--- src/rtl/apple1_pkg.sv ---
// ----------------------------------------------------------------------------
// apple1_pkg
//   Definitions shared by the Apple-1 keyboard/display PIA:
//   - PIA register offsets (0xD010-0xD013 relative to the PIA base)
//   - ASCII bounds used for lower-to-upper case folding
//   - display latch state type
//   - kbd_fold(): turns a raw key code into the 7-bit code kept in the FIFO
// ----------------------------------------------------------------------------
package apple1_pkg;

    localparam logic [1:0] PIA_KBD   = 2'd0;
    localparam logic [1:0] PIA_KBDCR = 2'd1;
    localparam logic [1:0] PIA_DSP   = 2'd2;
    localparam logic [1:0] PIA_DSPCR = 2'd3;

    localparam logic [7:0] ASCII_LC_A     = 8'h61;
    localparam logic [7:0] ASCII_LC_Z     = 8'h7A;
    localparam logic [7:0] ASCII_CASE_BIT = 8'h20;

    // The display side is a one-deep latch: IDLE means no character pending.
    typedef enum logic {
        DSP_IDLE = 1'b0,
        DSP_BUSY = 1'b1
    } dsp_state_e;

    // Bit 7 of the incoming code is dropped before the range test, so a key
    // arriving with its high bit set is folded exactly like its 7-bit value.
    function automatic logic [6:0] kbd_fold(input logic [7:0] code,
                                            input bit         force_upper);
        logic [7:0] c7;
        c7 = {1'b0, code[6:0]};
        if (force_upper && (c7 >= ASCII_LC_A) && (c7 <= ASCII_LC_Z))
            c7 = c7 - ASCII_CASE_BIT;
        return c7[6:0];
    endfunction

endpackage

--- src/rtl/apple1_pia_if.sv ---
// ----------------------------------------------------------------------------
// apple1_pia_if
//   6502-side register bus of the PIA.
//     enable  : access strobe (chip select & cpu_clken)
//     address : register select (KBD, KBDCR, DSP, DSPCR)
//     w_en    : 1 = write access
//     din     : CPU write data
//     dout    : registered CPU read data
//   master = CPU side, slave = PIA side.
// ----------------------------------------------------------------------------
interface apple1_pia_if;
    logic       enable;
    logic [1:0] address;
    logic       w_en;
    logic [7:0] din;
    logic [7:0] dout;

    modport master (output enable, address, w_en, din, input  dout);
    modport slave  (input  enable, address, w_en, din, output dout);
endinterface

--- src/rtl/pia_kbd_fifo.sv ---
// ----------------------------------------------------------------------------
// pia_kbd_fifo
//   Synchronous FIFO holding keyboard codes until the CPU reads KBD.
//     clk25 : clock, posedge
//     reset : synchronous, active-high; empties the FIFO
//     push  : write din (ignored while full)
//     din   : code to store
//     pop   : drop head (ignored while empty)
//     dout  : current head, combinational from storage
//     empty : no entries
//     full  : DEPTH entries
//   DEPTH must be a power of two >= 2; pointers wrap naturally.
// ----------------------------------------------------------------------------
module pia_kbd_fifo #(
    parameter int WIDTH = 7,
    parameter int DEPTH = 4
) (
    input  logic             clk25,
    input  logic             reset,
    input  logic             push,
    input  logic [WIDTH-1:0] din,
    input  logic             pop,
    output logic [WIDTH-1:0] dout,
    output logic             empty,
    output logic             full
);

    localparam int AW = $clog2(DEPTH);

    logic [WIDTH-1:0] mem_q [DEPTH];
    logic [AW-1:0]    wr_ptr_q, wr_ptr_d;
    logic [AW-1:0]    rd_ptr_q, rd_ptr_d;
    logic [AW:0]      count_q,  count_d;
    logic             do_push, do_pop;

    // count never exceeds DEPTH = 2**AW, so its MSB alone flags full.
    assign empty   = (count_q == '0);
    assign full    = count_q[AW];
    assign do_push = push & ~full;
    assign do_pop  = pop & ~empty;
    assign dout    = mem_q[rd_ptr_q];

    always_comb begin
        // NOTE: every output of a combinational block gets a default first,
        // so no path leaves it unassigned and no latch is inferred.
        wr_ptr_d = wr_ptr_q;
        rd_ptr_d = rd_ptr_q;
        count_d  = count_q;
        if (do_push) wr_ptr_d = wr_ptr_q + AW'(1);
        if (do_pop)  rd_ptr_d = rd_ptr_q + AW'(1);
        case ({do_push, do_pop})
            2'b10:   count_d = count_q + (AW+1)'(1);
            2'b01:   count_d = count_q - (AW+1)'(1);
            default: count_d = count_q;
        endcase
    end

    always_ff @(posedge clk25) begin
        // NOTE: sequential state uses non-blocking assignments so every flop
        // samples pre-edge values regardless of statement order.
        if (reset) begin
            wr_ptr_q <= '0;
            rd_ptr_q <= '0;
            count_q  <= '0;
        end else begin
            wr_ptr_q <= wr_ptr_d;
            rd_ptr_q <= rd_ptr_d;
            count_q  <= count_d;
        end
    end

    // NOTE: storage is deliberately not reset; count and pointers decide what
    // is valid, and a reset-free array maps onto plain RAM/flops cheaply.
    always_ff @(posedge clk25) begin
        if (do_push) mem_q[wr_ptr_q] <= din;
    end

endmodule

--- src/rtl/apple1_pia.sv ---
// ----------------------------------------------------------------------------
// apple1_pia
//   Apple-1 keyboard/display PIA (KBD, KBDCR, DSP, DSPCR as polled by WozMon).
//     clk25     : clock, posedge
//     reset     : synchronous, active-high, overrides everything
//     bus       : CPU register bus (apple1_pia_if.slave)
//     kbd_data  : incoming key code        kbd_valid : key present
//     kbd_ready : FIFO can accept (~full)
//     dsp_data  : character to display     dsp_valid : character pending
//     dsp_ready : display sink accepts
//   Reads are registered: dout follows address one cycle later, whether or
//   not enable is set. Only an enabled KBD read pops the keyboard FIFO.
// ----------------------------------------------------------------------------
module apple1_pia
    import apple1_pkg::*;
#(
    parameter int FIFO_DEPTH  = 4,
    parameter bit FORCE_UPPER = 1'b1
) (
    input  logic              clk25,
    input  logic              reset,
    apple1_pia_if.slave       bus,
    input  logic [7:0]        kbd_data,
    input  logic              kbd_valid,
    output logic              kbd_ready,
    output logic [6:0]        dsp_data,
    output logic              dsp_valid,
    input  logic              dsp_ready
);

    logic       cpu_rd, cpu_wr;
    logic       kbd_push, kbd_pop;
    logic [6:0] fifo_head;
    logic       fifo_empty, fifo_full;

    dsp_state_e dsp_state_q, dsp_state_d;
    logic [6:0] dsp_data_q,  dsp_data_d;
    logic [6:0] kbdcr_q,     kbdcr_d;
    logic [7:0] dspcr_q,     dspcr_d;
    logic [7:0] dout_q,      dout_d;

    assign cpu_rd    = bus.enable & ~bus.w_en;
    assign cpu_wr    = bus.enable &  bus.w_en;
    assign kbd_ready = ~fifo_full;
    assign kbd_push  = kbd_valid & kbd_ready;
    assign kbd_pop   = cpu_rd & (bus.address == PIA_KBD);

    assign dsp_valid = (dsp_state_q == DSP_BUSY);
    assign dsp_data  = dsp_data_q;
    assign bus.dout  = dout_q;

    pia_kbd_fifo #(
        .WIDTH (7),
        .DEPTH (FIFO_DEPTH)
    ) u_kbd_fifo (
        .clk25 (clk25),
        .reset (reset),
        .push  (kbd_push),
        .din   (kbd_fold(kbd_data, FORCE_UPPER)),
        .pop   (kbd_pop),
        .dout  (fifo_head),
        .empty (fifo_empty),
        .full  (fifo_full)
    );

    always_comb begin
        dsp_state_d = dsp_state_q;
        dsp_data_d  = dsp_data_q;
        kbdcr_d     = kbdcr_q;
        dspcr_d     = dspcr_q;
        dout_d      = dout_q;

        if (cpu_wr && bus.address == PIA_KBDCR) kbdcr_d = bus.din[6:0];
        if (cpu_wr && bus.address == PIA_DSPCR) dspcr_d = bus.din;

        // The write decision looks at the registered state, so a DSP write in
        // the same cycle the sink accepts is still dropped.
        case (dsp_state_q)
            DSP_IDLE: if (cpu_wr && bus.address == PIA_DSP) begin
                dsp_data_d  = bus.din[6:0];
                dsp_state_d = DSP_BUSY;
            end
            DSP_BUSY: if (dsp_ready) dsp_state_d = DSP_IDLE;
            default:  dsp_state_d = DSP_IDLE;
        endcase

        case (bus.address)
            PIA_KBD:   dout_d = fifo_empty ? 8'h80 : {1'b1, fifo_head};
            PIA_KBDCR: dout_d = {~fifo_empty, kbdcr_q};
            PIA_DSP:   dout_d = {dsp_valid, dsp_data_q};
            default:   dout_d = dspcr_q;
        endcase
    end

    always_ff @(posedge clk25) begin
        if (reset) begin
            dsp_state_q <= DSP_IDLE;
            dsp_data_q  <= '0;
            kbdcr_q     <= '0;
            dspcr_q     <= '0;
            dout_q      <= '0;
        end else begin
            dsp_state_q <= dsp_state_d;
            dsp_data_q  <= dsp_data_d;
            kbdcr_q     <= kbdcr_d;
            dspcr_q     <= dspcr_d;
            dout_q      <= dout_d;
        end
    end

endmodule

--- src/flat_wrapper.sv ---
// flat-port wrapper written by rule: the top's interface ports become plain ports
module apple1_pia_flat import apple1_pkg::*;
#(
    parameter int FIFO_DEPTH  = 4,
    parameter bit FORCE_UPPER = 1'b1
)
  (clk25, reset, kbd_data, kbd_valid, kbd_ready, dsp_data, dsp_valid, dsp_ready, bus_enable, bus_address, bus_w_en, bus_din, bus_dout);
  apple1_pia_if bus_i ();
  input  logic clk25;
  input  logic reset;
  input  logic [7:0] kbd_data;
  input  logic kbd_valid;
  output logic kbd_ready;
  output logic [6:0] dsp_data;
  output logic dsp_valid;
  input  logic dsp_ready;
  input wire logic [$bits(bus_i.enable)-1:0] bus_enable;
  input wire logic [$bits(bus_i.address)-1:0] bus_address;
  input wire logic [$bits(bus_i.w_en)-1:0] bus_w_en;
  input wire logic [$bits(bus_i.din)-1:0] bus_din;
  output wire logic [$bits(bus_i.dout)-1:0] bus_dout;
  assign bus_i.enable = bus_enable;
  assign bus_i.address = bus_address;
  assign bus_i.w_en = bus_w_en;
  assign bus_i.din = bus_din;
  assign bus_dout = bus_i.dout;
  apple1_pia #(.FIFO_DEPTH(FIFO_DEPTH), .FORCE_UPPER(FORCE_UPPER)) u_core (.clk25(clk25), .reset(reset), .bus(bus_i), .kbd_data(kbd_data), .kbd_valid(kbd_valid), .kbd_ready(kbd_ready), .dsp_data(dsp_data), .dsp_valid(dsp_valid), .dsp_ready(dsp_ready));
endmodule
--- config.mk ---
export PLATFORM = sky130hd
export DESIGN_NAME = apple1_pia_flat
export DESIGN_NICKNAME = d
export VERILOG_FILES = /design/src/rtl/apple1_pkg.sv /design/src/rtl/apple1_pia_if.sv /design/src/rtl/pia_kbd_fifo.sv /design/src/rtl/apple1_pia.sv /design/src/flat_wrapper.sv
export SDC_FILE = /design/constraint.sdc
export NUM_CORES = 1
export LEC_CHECK = 0
export BUFFER_PORTS_ARGS = -buffer_cell sky130_fd_sc_hd__clkbuf_2
export CORE_MARGIN = 2
export CORE_UTILIZATION = 56
export DETAILED_ROUTE_END_ITERATION = 10
export PLACE_DENSITY = 0.82
export SETUP_SLACK_MARGIN = 0.4
export SKIP_CTS_REPAIR_TIMING = 1
export SLEW_MARGIN = 20
export SYNTH_ARGS = -nofsm -noshare
export SYNTH_HDL_FRONTEND = slang
export SYNTH_SLANG_ARGS = --single-unit
--- constraint.sdc ---
create_clock -name clk25 -period 2.7 [get_ports clk25]
set_clock_uncertainty 0.2 [all_clocks]
set_input_delay 0.135 -clock clk25 [delete_from_list [all_inputs] [get_ports clk25]]
set_output_delay 0.135 -clock clk25 [all_outputs]
set_load 0.05 [all_outputs]
# After elaboration in Yosys (flattened, before gate mapping)
# Memories as Yosys holds them, arrays and structs flattened. A register that Yosys moved wholly into a read port is not among the register bits.
# Index checks and enable logic that the tools add are counted.
dict set report word_totals {
  elab_cells 50
  reg_bits 38
  mem_bits_rw 28
  latchBits 0
  romBits 0
  memories 1
}
# memory depth word_bits read_ports rd_ports_with_merged_regs wr line
set mem_list {}
lappend mem_list {u_core.u_kbd_fifo.mem_q 4 7 1 1 1 pia_kbd_fifo.sv:30} ;# logic [WIDTH-1:0] mem_q [DEPTH];
dict set report op_classes {
  n_addsub 5
  reduce_logical 8
  mul 0
  n_eq_ne 5
  shift 0
  n_div 0
  n_bitwise 10
  mux 11
  magnitude_cmp 2
}
# cell n
set op_table {}
lappend op_table {{$pmux 8 s3} 1}
lappend op_table {{$mux 7} 2}
lappend op_table {{$ge 7x7->1 const B} 1}
lappend op_table {{$le 7x7->1 const B} 1}
lappend op_table {{$sub 7x6->7 const B} 1}
lappend op_table {{$and 1x1->1} 6}
lappend op_table {{$eq 2x2->1 const B} 3}
lappend op_table {{$pmux 3 s2} 1}
lappend op_table {{$add 2x1->2 const B} 2}
lappend op_table {{$eq 2x1->1 const B} 2}
lappend op_table {{$logic_and 1x1->1} 4}
lappend op_table {{$mux 1} 4}
lappend op_table {{$mux 2} 2}
lappend op_table {{$not 1->1} 4}
lappend op_table {{$add 3x1->3 const B} 1}
lappend op_table {{$logic_not 3->1} 1}
lappend op_table {{$sub 3x1->3 const B} 1}
lappend op_table {{$logic_not 2->1} 1}
lappend op_table {{$pmux 1 s2} 1}
lappend op_table {{$reduce_and 2->1} 1}
lappend op_table {{$reduce_bool 2->1} 1}

# Logic depth before layout (Yosys ltp)
dict set report logic_depth {
  ltp_word 6
  mapped_depth 9
  mapped_depth_nobuf 8
}

# Cells and area by module
# From an unflattened synthesis, not the netlist that was laid out.
dict set report hier_totals {
  hier_cells 236
  hier_area_um2 2841.5
}
# module cells_per_inst seq_area_each_um2 area_each_um2 instances
set modules_own_cells {}
lappend modules_own_cells {pia_kbd_fifo 88 1021.0 1466.4 1}
lappend modules_own_cells {apple1_pia 148 620.6 1375.1 1}

# Least setup slack after synthesis
# Ideal clock, no wire load.
dict set report synth_timing {
  path_kind {register to register}
  startpoint {register u_core.u_kbd_fifo.count_q[2]}
  endpoint {register u_core.u_kbd_fifo.count_q[2]}
  t_arrival_ns 1.810
  setup_ns 0.070
  period_less_slack_ns 2.081
  slack_ns 0.619
  stages_incl_launch_ff 9
  cell_sequence {dfxtp_1 -> or3_1 -> and3_1 -> ha_1 -> inv_1 -> fa_1 -> xor2_1 -> or3_1 -> a21oi_1}
}
dict set report synth_between {
  elab_chain_len 5
}
# item line
set synth_rtl {}
lappend synth_rtl {{start: declaration} pia_kbd_fifo.sv:33} ;# logic [AW:0] count_q, count_d;
lappend synth_rtl {{start signal: assignment} pia_kbd_fifo.sv:68} ;# count_q <= count_d;
lappend synth_rtl {{$logic_not 3->1 (*)} pia_kbd_fifo.sv:37} ;# assign empty = (count_q == '0);
lappend synth_rtl {{$not 1->1 (*)} pia_kbd_fifo.sv:40} ;# assign do_pop = pop & ~empty;
lappend synth_rtl {{$and 1x1->1 (*)} pia_kbd_fifo.sv:40}
lappend synth_rtl {{via u_core.u_kbd_fifo.do_pop} pia_kbd_fifo.sv:34} ;# logic do_push, do_pop;
lappend synth_rtl {{$eq 2x1->1 / $eq 2x2->1 (equally long branches)} pia_kbd_fifo.sv:51} ;# case ({do_push, do_pop})
lappend synth_rtl {{$pmux 3 s2 / $reduce_bool 2->1 (equally long branches)} --}
# The timed path passes the listed nets; every way through them passes the cells marked *.
# A chain may end at the register's enable or synchronous reset.

# Worst setup path in the final report
# Ends and elaborated chain as after synthesis.

==> out/metrics.cfg <==
[status]
status=finished, final reports clean

[power_and_ir_drop]
power_density_nw_per_um2=630.0
total_power_mw=2.117
ir_worst_vdd_uv=375.1
total_leakage_power_nw=1.347

[flow_run]
drv_cap=0

[clock_tree]
max-clock-path-buffers=2
clk_latency_ns=0.33
clkTransAtPathRegs_ns=0.06
cts-root-buf=clkbuf_8
cts_buffers=9
cts_sinks=68
cts_max_level=3
tritoncts=yes

[critical_path]
crit_fanout=6
required_ns=2.75
cp-end-kind=flop
crit_path_start_kind=flop
cp_common_cell=or3_1
path_cells=or3_1, and3_4, ha_2, inv_1, fa_1, xor2_1, or3_1, a21oi_1
arrival_ns=2.21
slowest_delay_ns=0.36
cpMaxStageDelayCell=dfxtp_2
path_class=flop to flop

[floorplanning]
io_pins=41
die_h_um=74.54
die_area_um2=5556
die_x_um=74.54
core.rowCount=25
start_util=0.5861
core_um2=4755

[cells_and_area]
nFillCells=353
multiInputGateArea_um2=1075
stdcell_count=368
drive_above_1_share=0.2359
antenna_cells=0
syn_to_final_growth_pct=20.57
fin_nets=328
regArea_um2=1645

[route]
drc=0
drtIter0Drc=167
avgRoutedWirePerCell_um=14.13
wl_mm=5.199
dr_total_vias=1983
drt_pass1_iterations=4
via_per_inst=5.389
ant_nets=0

[worst_hold_path]
hold_path_class=input port to flop

[yosys]
synthTopCellsByArea=edfxtp_1, dfxtp_1, mux4_2
seq_area_frac_synth=0.5891
syn_nets=273
synth_top_flop_cell=dfxtp_1
synth_warnings=0
yosysMostFrequentCell=dfxtp_1
ys_ff_latch=68
yosysTopAreaCellShare=0.3018
synthesis.area_um2=2786
synth_edf_count=28
async_reset_ff_frac=0
synthesis.instances=242
yosysTopAreaCell=edfxtp_1
synth_cell_types=38
avgSynthCellArea_um2=11.51
yosys-top-cells-count=dfxtp_1, nand2_1, nor2_1

[place]
place_congestion=0.7322
dpl.hpwl_mm=3.447
io_buffer_count=39
dpl_worst_slack_ns=0.4631
dpl.cell_count=339

[sta]
worst_pin_slew_ns=0.7590
fin_crit_sh=0.8022
min_period_ns=2.166
slew_headroom=0.4940
setup_viol=0
timing.final.ws_setup_ns=0.5341
fmax_mhz=461.7
fin_tns_setup_ns=0
maxSlewViolCount=0
finalHoldViolations=0
rsz0062_at_grt=no

[global_routing]
grt_max_degree=40
grt_use_total=0.1974
grt_pass1_vias=1718
grt-ovfl-total=0
antenna_found_initial=0
grt_pass1_wl_mm=7.866

==> sequential cells by signal, indices dropped and copies added (netlist names), named ones only <==
| signal | flops |
|---|---|
| u_core.bus.dout | 8 |
| u_core.dsp_data | 7 |
| u_core.dsp_valid | 1 |
| u_core.dspcr_q | 8 |
| u_core.kbdcr_q | 7 |
| u_core.u_kbd_fifo.count_q | 3 |
| u_core.u_kbd_fifo.mem_q | 28 |
| u_core.u_kbd_fifo.rd_ptr_q | 2 |
| u_core.u_kbd_fifo.wr_ptr_q | 2 |
==> worst paths after layout <==
check / from / slack, ns / end / cells past startpoint
hold reg to reg: u_core.dspcr_q[0] / 0.26 / u_core.dspcr_q[0] / 2
hold / removal: bus_address[0] / 0.02 / u_core.bus.dout[7] / 3
setup / recovery: u_core.u_kbd_fifo.count_q[2] / 0.53 / u_core.u_kbd_fifo.count_q[2] / 8
setup reg to reg: u_core.u_kbd_fifo.count_q[2] / 0.53 / u_core.u_kbd_fifo.count_q[2] / 8
==> stage by stage <==
stage | utilization | instance area [um2] | hold slack, ns
3_3_place_gp | 0.6371 | 3029 | 0.1647
6_report | 0.7066 | 3359 | 0.01791
5_1_grt | 0.7066 | 3359 | 0.03559
4_1_cts | 0.6747 | 3208 | -0.1833
2_1_floorplan | - | 2786 | 0.03387
3_5_place_dp | 0.6371 | 3029 | 0.1750
==> cell usage in the layout (no fill, tap or decap), drive strengths merged, types with 7 or more instances in the layout <==
cell / instances
clkbuf: 53
dfxtp: 40
nor2: 34
nand2: 33
edfxtp: 28
a21oi: 14
mux2i: 14
dlygate4sd3: 14
o21ai: 8
inv: 8
mux4: 7
a311oi: 7
==> report_power, final <==
group	internal [mW]	total (mW)	switching, mW
registers	1.12	1.14	0.0192
logic	0.0882	0.231	0.142
clock network	0.405	0.749	0.344
==> cell type report <==
cell class              count  area share
repair buffers             55      0.1043
clock buffers              14     0.05140
clock inverters             1    0.001862
flip-flops and latches     68      0.4898
multi-input cells         156      0.3199
inverters                   7    0.007821
well taps                  67     0.02495
==> metal layers <==
layer	global-route usage	wire, um
met4	0.1131	134
met1	0.2467	2259
met5	0	0
met2	0.3166	2584
met3	0.04472	220
==> critical path, delay by kind of cell (launching register included) <==
family                   cells  cell delay (ns)
XOR/XNOR                     1             0.16
flip-flops                   1             0.36
buffers and inverters        1             0.05
AND/OR/NAND/NOR              3             0.63
adder cells (fa/ha/maj)      2             0.54
AO/OA/AOI/OAI                1             0.14
==> cell families after synthesis <==
group	Yosys count	share of synthesized area
mux	21	0.1069
compound gates	35	0.07859
buf+inv	18	0.02784
fa+ha+maj	7	0.03413
flops	68	0.5891
xor+xnor	5	0.01572
simple gates	88	0.1477
Power figures use the tool's default switching activity.
